[config.mk]
export PLATFORM = sky130hd
export DESIGN_NAME = miriscv_fetch_unit_flat
export DESIGN_NICKNAME = d
export VERILOG_FILES = /design/src/rtl/miriscv_fetch_unit_if.sv /design/src/rtl/miriscv_fetch_unit.sv /design/src/flat_wrapper.sv
export SDC_FILE = /design/constraint.sdc
export NUM_CORES = 1
export LEC_CHECK = 0
export ABC_CLOCK_PERIOD_IN_PS = 10400
export BUFFER_PORTS_ARGS = -buffer_cell sky130_fd_sc_hd__buf_2
export CAP_MARGIN = 30
export CORE_MARGIN = 3
export CORE_UTILIZATION = 45
export DETAILED_ROUTE_END_ITERATION = 7
export GPL_TIMING_DRIVEN = 0
export PLACE_DENSITY = 0.67
export SYNTH_ARGS = -nofsm -noshare
export SYNTH_HDL_FRONTEND = slang
export SYNTH_SLANG_ARGS = --single-unit
[constraint.sdc]
create_clock -name clk_i -period 10.4 [get_ports clk_i]
set_input_delay 2.08 -clock clk_i [delete_from_list [all_inputs] [get_ports clk_i]]
set_output_delay 2.08 -clock clk_i [all_outputs]
set_load 0.01 [all_outputs]
[src/rtl/miriscv_fetch_unit_if.sv]
// Bundle of the fetch unit's two handshakes: the core-facing instruction
// delivery port (plus redirect) and the instruction-memory req/gnt/rvalid bus.
interface miriscv_fetch_unit_if;
  logic        fetch_valid_o;
  logic        fetch_ready_i;
  logic [31:0] fetch_instr_o;
  logic [31:0] fetch_pc_o;
  logic        redirect_i;
  logic [31:0] redirect_pc_i;
  logic        instr_req_o;
  logic [31:0] instr_addr_o;
  logic        instr_gnt_i;
  logic        instr_rvalid_i;
  logic [31:0] instr_rdata_i;

  modport master (
    output fetch_valid_o, fetch_instr_o, fetch_pc_o, instr_req_o, instr_addr_o,
    input  fetch_ready_i, redirect_i, redirect_pc_i, instr_gnt_i,
           instr_rvalid_i, instr_rdata_i
  );

  modport slave (
    input  fetch_valid_o, fetch_instr_o, fetch_pc_o, instr_req_o, instr_addr_o,
    output fetch_ready_i, redirect_i, redirect_pc_i, instr_gnt_i,
           instr_rvalid_i, instr_rdata_i
  );
endinterface

[src/rtl/miriscv_fetch_unit.sv]
// Instruction fetch unit: issues sequential word fetches, buffers in-order
// responses in a DEPTH-entry prefetch FIFO and hands {pc, instr} to the core.
// A redirect flushes the FIFO and discards responses still in flight.
module miriscv_fetch_unit #(
  parameter int          DEPTH     = 2,
  parameter logic [31:0] BOOT_ADDR = 32'h0
) (
  input logic                  clk_i,
  input logic                  arst_i,
  miriscv_fetch_unit_if.master bus
);
  localparam int AW = (DEPTH > 1) ? $clog2(DEPTH) : 1;
  localparam int CW = $clog2(DEPTH + 1);
  localparam logic [CW:0] DEPTH_W = DEPTH[CW:0];

  logic [31:0]   fpc;
  logic [31:0]   resp_pc;
  logic [CW-1:0] outstanding;
  logic [CW-1:0] discard;
  logic [CW-1:0] count;
  logic [AW-1:0] wptr;
  logic [AW-1:0] rptr;
  logic [63:0]   mem [DEPTH];

  logic [CW:0]   credit_used;
  logic [CW-1:0] outstanding_after;
  logic [31:0]   redirect_base;
  logic [63:0]   head;
  logic          req;
  logic          grant;
  logic          resp;
  logic          push;
  logic          pop;
  logic          empty;
  logic          full;
  logic          unused_pc_bits;

  // Credit counts both fetches in flight and entries already buffered, so a
  // response always has a free FIFO slot waiting for it.
  assign credit_used       = {1'b0, outstanding} + {1'b0, count};
  assign req               = !arst_i && !bus.redirect_i && (credit_used < DEPTH_W);
  assign grant             = req && bus.instr_gnt_i;
  // A response with nothing outstanding is spurious and ignored entirely.
  assign resp              = bus.instr_rvalid_i && (outstanding != '0);
  assign outstanding_after = resp ? outstanding - CW'(1) : outstanding;
  assign redirect_base     = {bus.redirect_pc_i[31:2], 2'b00};
  assign unused_pc_bits    = ^bus.redirect_pc_i[1:0];

  assign empty = (count == '0);
  assign full  = (count == DEPTH_W[CW-1:0]);
  assign push  = resp && (discard == '0) && !bus.redirect_i;
  assign pop   = !empty && bus.fetch_ready_i && !bus.redirect_i;
  assign head  = mem[rptr];

  // Everything presented to the outside world is forced low while in reset.
  assign bus.instr_req_o   = req;
  assign bus.instr_addr_o  = arst_i ? 32'h0 : fpc;
  assign bus.fetch_valid_o = !arst_i && !empty;
  assign bus.fetch_pc_o    = arst_i ? 32'h0 : head[63:32];
  assign bus.fetch_instr_o = arst_i ? 32'h0 : head[31:0];

  // Control state: fetch/response PCs, in-flight and discard counters, FIFO pointers.
  always_ff @(posedge clk_i or posedge arst_i) begin
    if (arst_i) begin
      fpc         <= BOOT_ADDR;
      resp_pc     <= BOOT_ADDR;
      outstanding <= '0;
      discard     <= '0;
      count       <= '0;
      wptr        <= '0;
      rptr        <= '0;
    end else if (bus.redirect_i) begin
      // Every response still owed after this cycle belongs to the old stream.
      fpc         <= redirect_base;
      resp_pc     <= redirect_base;
      outstanding <= outstanding_after;
      discard     <= outstanding_after;
      count       <= '0;
      wptr        <= '0;
      rptr        <= '0;
    end else begin
      if (grant) fpc <= fpc + 32'd4;
      outstanding <= grant ? outstanding_after + CW'(1) : outstanding_after;
      if (resp && (discard != '0)) discard <= discard - CW'(1);
      if (push) begin
        resp_pc <= resp_pc + 32'd4;
        wptr    <= wptr + AW'(1);
      end
      if (pop) rptr <= rptr + AW'(1);
      case ({push, pop})
        2'b10:   count <= count + CW'(1);
        2'b01:   count <= count - CW'(1);
        default: count <= count;
      endcase
    end
  end

  // FIFO storage holds data only, so it carries no reset.
  always_ff @(posedge clk_i) begin
    if (push) mem[wptr] <= {resp_pc, bus.instr_rdata_i};
  end

  // The credit rule must make a push into a full, non-draining FIFO impossible.
  a_no_overflow: assert property (@(posedge clk_i) disable iff (arst_i) !(push && full && !pop));
endmodule

[src/flat_wrapper.sv]
// flat-port wrapper written by rule: the top's interface ports become plain ports
module miriscv_fetch_unit_flat 
#(
  parameter int          DEPTH     = 2,
  parameter logic [31:0] BOOT_ADDR = 32'h0
)
  (clk_i, arst_i, bus_fetch_valid_o, bus_fetch_instr_o, bus_fetch_pc_o, bus_instr_req_o, bus_instr_addr_o, bus_fetch_ready_i, bus_redirect_i, bus_redirect_pc_i, bus_instr_gnt_i, bus_instr_rvalid_i, bus_instr_rdata_i);
  miriscv_fetch_unit_if bus_i ();
  input logic clk_i;
  input logic arst_i;
  output wire logic [$bits(bus_i.fetch_valid_o)-1:0] bus_fetch_valid_o;
  output wire logic [$bits(bus_i.fetch_instr_o)-1:0] bus_fetch_instr_o;
  output wire logic [$bits(bus_i.fetch_pc_o)-1:0] bus_fetch_pc_o;
  output wire logic [$bits(bus_i.instr_req_o)-1:0] bus_instr_req_o;
  output wire logic [$bits(bus_i.instr_addr_o)-1:0] bus_instr_addr_o;
  input wire logic [$bits(bus_i.fetch_ready_i)-1:0] bus_fetch_ready_i;
  input wire logic [$bits(bus_i.redirect_i)-1:0] bus_redirect_i;
  input wire logic [$bits(bus_i.redirect_pc_i)-1:0] bus_redirect_pc_i;
  input wire logic [$bits(bus_i.instr_gnt_i)-1:0] bus_instr_gnt_i;
  input wire logic [$bits(bus_i.instr_rvalid_i)-1:0] bus_instr_rvalid_i;
  input wire logic [$bits(bus_i.instr_rdata_i)-1:0] bus_instr_rdata_i;
  assign bus_fetch_valid_o = bus_i.fetch_valid_o;
  assign bus_fetch_instr_o = bus_i.fetch_instr_o;
  assign bus_fetch_pc_o = bus_i.fetch_pc_o;
  assign bus_instr_req_o = bus_i.instr_req_o;
  assign bus_instr_addr_o = bus_i.instr_addr_o;
  assign bus_i.fetch_ready_i = bus_fetch_ready_i;
  assign bus_i.redirect_i = bus_redirect_i;
  assign bus_i.redirect_pc_i = bus_redirect_pc_i;
  assign bus_i.instr_gnt_i = bus_instr_gnt_i;
  assign bus_i.instr_rvalid_i = bus_instr_rvalid_i;
  assign bus_i.instr_rdata_i = bus_instr_rdata_i;
  miriscv_fetch_unit #(.DEPTH(DEPTH), .BOOT_ADDR(BOOT_ADDR)) u_core (.clk_i(clk_i), .arst_i(arst_i), .bus(bus_i));
endmodule
Word level (Yosys, flattened, before mapping)
Memory sizes are Yosys's and may differ from the RTL's.
Cells that the tools add are included.
Widths: inputs -> output; s select.
- $add $sub $neg: 10
- reductions and logical operators: 22
- $lt $le $gt $ge: 1
- mux-type cells: 20
- equal/unequal tests: 2
- operator list (kind ; number):
    $mux 32 ; 7
    $add 32x3->32 const B ; 2
    $mux 2 ; 6
    $reduce_bool 2->1 ; 6
    $logic_and 1x1->1 ; 10
    $mux 1 ; 6
    $sub 2x1->2 const B ; 3
    $add 2x1->2 const B ; 2
    $logic_not 2->1 ; 2
    $pmux 2 s2 ; 1
    $add 2x2->3 ; 1
    $logic_not 1->1 ; 3
    $lt 3x2->1 const B ; 1
    $reduce_bool 3->1 ; 1
    $add 1x1->1 const B ; 2
    $eq 2x1->1 const B ; 1
    $eq 2x2->1 const B ; 1
- register bits after elaboration: 72
- bits in writable memories: 128
- input bits: 70
- output and inout bits: 98
- logic and storage cells: 63
- memories: 1
- memory list (memory ; depth ; width ; read ports ; clocked after memory_dff ; wr ports ; RTL line ; text):
    u_core.mem ; 2 ; 64 ; 1 ; 0 ; 1 ; miriscv_fetch_unit.sv:23 ; logic [63:0] mem [DEPTH];

Longest topological paths before layout
Gate-level depths: netlist of the first run.
- depth in word-level cells: 7
- depth in mapped cells: 10
- gate-level depth less buffers: 8

Worst setup path before layout of the first run
OpenSTA, ideal clock, no wires.
- path kind: input -> register
- start: in bus_instr_rvalid_i
- end: mem u_core.mem[1][0], enable pin
- data required time: 9829 ps
- stages: 4
- setup slack: 2580 ps
- path buffers: 1
- setup time: 571 ps
- arrival time: 7249 ps
- path through: nor2b_1 -> clkbuf_1 -> nand2_1 -> nor3b_1
- longest elaborated chain between the ends: 5
- RTL lines (element ; RTL line ; text):
    start, declared ; flat_wrapper.sv:20 ; input wire logic [$bits(bus_i.instr_rvalid_i)-1:0] bus_instr_rvalid_i;
    $logic_and 1x1->1 ; miriscv_fetch_unit.sv:44 ; assign resp = bus.instr_rvalid_i && (outstanding != '0);
    $logic_and 1x1->1 (2 in series) ; miriscv_fetch_unit.sv:51 ; assign push = resp && (discard == '0) && !bus.redirect_i;
    $mux 1 ; miriscv_fetch_unit.sv:100 ; if (push) mem[wptr] <= {resp_pc, bus.instr_rdata_i};
    $mux 1 (not written as such) ; miriscv_fetch_unit.sv:100 ;
    end, declared ; miriscv_fetch_unit.sv:23 ;
No other way between the ends.

Worst setup path in the final report of the first run
- start: in arst_i
- end: out bus_fetch_pc_o[30]
- longest elaborated chain between the ends: 1
- RTL lines (element ; RTL line ; text):
    start, declared ; flat_wrapper.sv:10 ; input logic arst_i;
    $mux 32 ; miriscv_fetch_unit.sv:59 ; assign bus.fetch_pc_o = arst_i ? 32'h0 : head[63:32];
    end, declared ; flat_wrapper.sv:13 ; output wire logic [$bits(bus_i.fetch_pc_o)-1:0] bus_fetch_pc_o;
No other way between the ends.

==> impl_metrics.tcl, run 1 <==
set metrics [dict create \
    status "finished clean" \
    yosys.area.top_type_share_pct 42.0 \
    hpwl_um 15700 \
    seq_area_frac_synth_pct 61.2 \
    cts_max_level 4 \
    postCtsSetupBuffers 0 \
    path_class "in -> out" \
    drc 0 \
    p_switching_mw 0.543 \
    die_w_um 146 \
    fin_tns_setup_ns 0 \
    routed_wirelength_um 21100 \
    clock-sinks 192 \
    synth_area_per_cell_um2 11.7 \
    max_freq_mhz 170 \
    start_util_pct 46.6 \
    cts_buffer_depth 2 \
    first_pass_iters 4 \
    finalCritPeriodShare_pct 56.6 \
    antenna_found_initial 1 \
    postLayoutCoreUtil_pct 56.4 \
    yosys-top-cells-count "edfxtp_1 (124), nor2_1 (97), dfrtp_1 (68)" \
    postRouteAntennaNets 0 \
    setup_viol 0 \
    ys_top_cells_by_area "edfxtp_1 (42%), dfrtp_1 (19%), mux2i_1 (7.3%)" \
    cts_tree "yes" \
    track_usage_pct 20.0 \
    worstMarginPinSlew_ns 0.864 \
    drive_gt1_share_pct 25.0 \
    end_kind "primary output" \
    synthCells 759 \
    row_count 50 \
    critPathLaunchType "primary input" \
    die_area_um2 21400 \
    grt_first_pass_wirelength_um 33600 \
    finalHoldViolCount 0 \
    irDropWorstVdd_v 0.000130 \
    post-route-min-period_ns 5.89 \
    io_pins 168 \
    root_buffer "clkbuf_16" \
    synthFlopType "edfxtp_1" \
    pwr-share-comb_pct 16.8 \
    syn_to_final_growth_pct 21.0 \
    synth.most_common_cell "edfxtp_1" \
    portBuffers 161 \
    synth_cell_types 50 \
    core_um2 19000 \
    nets 1029 \
    async_reset_ff_share_pct 35.4 \
    slew_violations 0 \
    clkPwrFrac_pct 33.2 \
    fin_skew_ns 0.0125 \
    wire_per_inst_um 17.2 \
    cp_max_fo 10 \
    grt_overflow 0 \
    power.internal_mw 1.33 \
    ys_seq_elements 192 \
    worstPathArrival_ns 3.81 \
    hp-class "reg -> reg" \
    p_per_area_nw_per_um2 175 \
    p_leak_nw 4.22 \
    synth_edf_count 124 \
    hold_buffers 0 \
    syn-cell-area_um2 8870 \
    maxCapViolations 0 \
    gp_congestion 0.912 \
    die_h_um 146 \
    slew_headroom_pct 42.4 \
    yosysWarnings 0 \
    yosysTopAreaCell "edfxtp_1" \
    rsz0062_at_grt "false" \
    numCtsBuffers 17 \
    clkLatencyLatePin_ns 0.44 \
    grt_max_degree 69 \
    vias 6536 \
    cts_resized 0 \
    pwr-share-seq_pct 50.0 \
    via_per_inst 5.32 \
    drtIter0Drc 531 \
    grt_pass1_vias 6247 \
    required_ns 8.32 \
    clk_pin_slew_ns 0.07 \
    switching_share_pct 29.0 \
]
## flip-flops by register name (all words and copies together) (netlist names)
| name | flops |
|---|---|
| u_core.mem | 124 |
| u_core.fpc | 30 |
| u_core.resp_pc | 30 |
| u_core.count | 2 |
| u_core.discard | 2 |
| u_core.outstanding | 2 |
| u_core.rptr | 1 |
| u_core.wptr | 1 |
## placed cells by master (no fill, tap or decap), types with 13 or more instances in the layout
cell type / Yosys / layout
nor2b_1: 26 / 26
edfxtp_1: 124 / 124
xnor2_1: 26 / 26
mux2i_1: 65 / 65
clkbuf_1: 21 / 21
o21ai_1: 13 / 13
nand2_1: 66 / 66
inv_1: 22 / 21
clkbuf_16: 0 / 17
o21ai_0: 41 / 41
buf_2: 12 / 173
dfrtp_1: 68 / 68
nand3_1: 27 / 27
xor2_1: 13 / 13
nand4_1: 18 / 18
nor2_1: 97 / 97
nor3_1: 14 / 13
## routing by layer
metal / wire length (µm) / track usage [%] / vias to the layer above
met5: 0 / 0 / -
met4: 435 / 7.15 / 0
met3: 1500 / 3.88 / 28
met2: 9780 / 31.0 / 274
met1: 9380 / 28.2 / 3110
li1: - / - / 3124
## area by class of cell
class | count | area, µm²
clock buffers | 17 | 425
inverters | 22 | 85.1
well taps | 260 | 325
fillers | 1640 | 8280
plain buffers | 45 | 218
flip-flops and latches | 192 | 5430
diodes | 1 | 2.50
clock inverters | 15 | 140
repair buffers | 173 | 948
multi-input cells | 503 | 3160
## metrics by stage
stage | total power, mW | cell area, µm² | instances | setup slack (ns) | hold WS [ns]
finish | 1.87 | 10700 | 1228 | 4.51 | 0.491
global placement | 1.25 | 10000 | 1183 | 0.0954 | 0.480
global route | 1.96 | 10700 | 1228 | 4.39 | 0.509
detailed placement | 1.27 | 10200 | 1195 | 4.48 | 0.478
floorplan | 1.15 | 8880 | 762 | 2.58 | 0.463
CTS | 1.89 | 10700 | 1227 | 4.47 | 0.495
## logic make-up (layout without fill, tap and decap cells)
kind of cell | count (synthesis) | count (layout) | share of synthesized area (%)
adders and majority gates | 5 | 5 | 0.790
DFF | 192 | 192 | 61.2
muxes | 66 | 66 | 7.46
xor gates and xnor gates | 39 | 39 | 3.85
and+or+nand+nor | 288 | 288 | 16.3
AOI/OAI and AO/OA | 101 | 101 | 7.01
other | 1 | 5 | 0.0423
buffers and inverters | 67 | 272 | 3.39
## critical path: stages
cell	delay, ns
buf_2	0.19
clkbuf_1	0.67
buf_1	0.59
nor2_1	0.10
buf_2	0.16
## final timing paths
kind / start / end / slack, ns / depth (start not counted)
worst max-delay path: arst_i / bus_fetch_pc_o[30] / 4.51 / 5
worst min-delay path: u_core.resp_pc[31] / u_core.mem[0][63] / 0.49 / 0
worst max register to register: u_core.outstanding[0] / u_core.mem[0][62] / 7.34 / 9
worst min register to register: u_core.resp_pc[31] / u_core.mem[0][63] / 0.49 / 0
max in group asynchronous: arst_i / u_core.fpc[30] / 7.01 / 4
min in group asynchronous: arst_i / u_core.resp_pc[20] / 2.84 / 4
## power groups by stage
stage	combinational, mW	sequential (mW)	clock (mW)
floorplan	0.210	0.939	0
global placement	0.299	0.956	0
detailed placement	0.314	0.951	0
CTS	0.316	0.936	0.636
global route	0.349	0.946	0.669
finish	0.314	0.937	0.623
Power figures use the tool's default switching activity.
==> run 2: changes to the inputs <==
--- a/config.mk
+++ b/config.mk
@@ -5,14 +5,14 @@
 export SDC_FILE = /design/constraint.sdc
 export NUM_CORES = 1
 export LEC_CHECK = 0
-export ABC_CLOCK_PERIOD_IN_PS = 10400
+export ABC_CLOCK_PERIOD_IN_PS = 5400
 export BUFFER_PORTS_ARGS = -buffer_cell sky130_fd_sc_hd__buf_2
 export CAP_MARGIN = 30
 export CORE_MARGIN = 3
 export CORE_UTILIZATION = 45
 export DETAILED_ROUTE_END_ITERATION = 7
 export GPL_TIMING_DRIVEN = 0
-export PLACE_DENSITY = 0.67
+export PLACE_DENSITY = 0.7
 export SYNTH_ARGS = -nofsm -noshare
 export SYNTH_HDL_FRONTEND = slang
 export SYNTH_SLANG_ARGS = --single-unit
==> constraint.sdc (replaced) <==
create_clock -name clk_i -period 5.4 [get_ports clk_i]
set_input_delay 1.08 -clock clk_i [delete_from_list [all_inputs] [get_ports clk_i]]
set_output_delay 1.08 -clock clk_i [all_outputs]
set_load 0.01 [all_outputs]
==> run 2 against run 1 <==
Non-clock buffer count is 6 lower. First-iteration DRC count is 1.5% lower. Count of clock-buffer cells in the layout is 4 higher. Critical path depth stayed put. Total power is 91% higher. Combinational power is 94% higher. Die area stayed put. Critical path type unchanged. Critical endpoint is now bus_fetch_pc_o[28]. Largest power group unchanged.
==> impl_metrics.tcl, run 2 (synthesis gave the netlist of run 1 again) <==
set metrics [dict create \
    drtIter0Drc 523 \
    first_pass_iters 5 \
    die_h_um 146 \
    reg.largest.list "u_core.mem: 124 flops, u_core.fpc: 30 flops, u_core.resp_pc: 30 flops" \
    diodes 0 \
    regMostFlops "u_core.mem" \
    fillers 1647 \
    path_class "in -> out" \
    cts_resized 0 \
    setup_viol 0 \
    clk_pin_slew_ns 0.06 \
    drc 0 \
    crit_family "buffers and inverters" \
    syn_to_final_growth_pct 20.9 \
    critPathLaunchType "primary input" \
    post-route-min-period_ns 3.79 \
    instances_no_fill 1221 \
    via_per_inst 5.28 \
    grt_max_degree 69 \
    layout_commonest_cell "buf_2" \
    cts_buffer_depth 2 \
    r2r-start "u_core.outstanding[0]" \
    die_w_um 146 \
    hp-class "reg -> reg" \
    start_util_pct 46.6 \
    cts_max_level 4 \
    dp_slack_ns 1.52 \
    track_usage_pct 19.9 \
    grt_first_pass_wirelength_um 33600 \
    cp_max_fo 10 \
    clock-sinks 192 \
    dp.cells 1189 \
    end_kind "primary output" \
    nets 1023 \
    rsz0062_at_grt "false" \
    irDropWorstVdd_v 0.000217 \
    largest_reg_flops 124 \
    hpwl_um 15500 \
    slew_violations 0 \
    max_freq_mhz 264 \
    slowest_stage "clkbuf_1" \
    finalCritPeriodShare_pct 70.2 \
    fin_skew_ns 0.0129 \
    antenna_found_initial 0 \
    postCtsSetupBuffers 0 \
    drive_gt1_share_pct 24.7 \
    hold_path_startpoint "u_core.resp_pc[31]" \
    p_per_area_nw_per_um2 335 \
    worstSetupStartpoint "arst_i" \
    worstPathCellList "buf_2 -> clkbuf_1 -> buf_1 -> nor2_1 -> buf_2" \
    io_pins 168 \
    wire_per_inst_um 17.3 \
    die_area_um2 21400 \
    worstPathArrival_ns 2.71 \
    routed_wirelength_um 21100 \
    worstMarginPinSlew_ns 0.961 \
    gp_congestion 0.913 \
    hold_buffers 0 \
    cts_tree "yes" \
    crit_top_cell "buf_2" \
    maxCapViolations 0 \
    portBuffers 161 \
    vias 6446 \
    slew_headroom_pct 35.9 \
    finalHoldViolCount 0 \
    root_buffer "clkbuf_16" \
    p_leak_nw 4.22 \
    grt_pass1_vias 6381 \
    numCtsBuffers 17 \
    fin_ws_ns 1.61 \
    required_ns 4.32 \
    grt_overflow 0 \
    crit_buf_inv 4 \
    max_stage_delay_ns 0.60 \
    postRouteAntennaNets 0 \
    final_cell_mix "buf_2 (173), edfxtp_1 (124), nor2_1 (97)" \
    clkLatencyLatePin_ns 0.43 \
    row_count 50 \
    core_um2 19000 \
    timing.hold.ws_ns 0.497 \
    status "finished clean" \
]
## run 2: cell types whose count changed in the layout (fill, tap and decap cells not counted), moves of 2 or more
| cell | change |
|---|---|
| buf_6 | -9 |
| clkinv_4 | +2 |
| inv_8 | -5 |
| buf_16 | +4 |
| inv_4 | +3 |
| inv_6 | -2 |
| clkbuf_2 | +2 |
| clkinvlp_4 | -2 |
| clkinv_2 | +2 |
## run 2: final timing paths
path,end,cells after the start,slack [ns]
max in group asynchronous,u_core.rptr,4,3.05
worst max register to register,u_core.mem[1][19],9,2.06
worst min-delay path,u_core.mem[1][63],0,0.50
min in group asynchronous,u_core.resp_pc[22],4,1.78
worst min register to register,u_core.mem[1][63],0,0.50
worst max-delay path,bus_fetch_pc_o[28],5,1.61
## run 2: routing by layer
metal | global-route usage [%] | share of wire, %
met2 | 31.8 | 47
met3 | 4.00 | 8.0
met5 | 0 | 0
met4 | 6.96 | 1.5
met1 | 27.2 | 43
## run 2: through the flow
| stage | setup TNS, ns | power [mW] | cell area (µm²) | util [%] |
|---|---|---|---|---|
| floorplan | 0 | 2.21 | 8890 | - |
| global placement | -82.74 | 2.41 | 10000 | 52.7 |
| detailed placement | 0 | 2.44 | 10200 | 53.5 |
| CTS | 0 | 3.61 | 10700 | 56.4 |
| global route | 0 | 3.76 | 10700 | 56.4 |
| finish | 0 | 3.59 | 10700 | 56.4 |
## run 2: area by class of cell
| type | instances | area, µm² | area share, % |
|---|---|---|---|
| buffer | 45 | 218 | 2.03 |
| clock buffer | 21 | 474 | 4.42 |
| clock inverter | 11 | 77.6 | 0.723 |
| inverter | 22 | 85.1 | 0.793 |
| multi-input combinational | 503 | 3180 | 29.6 |
| sequential | 192 | 5430 | 50.6 |
| tap | 260 | 325 | 3.03 |
| timing repair buffer | 167 | 942 | 8.79 |
## run 2: power breakdown
group	leakage, nW	switching (mW)	total [mW]	internal [mW]
Clock	0.284	0.534	1.17	0.636
Sequential	1.95	0.109	1.81	1.70
Combinational	1.98	0.353	0.610	0.257
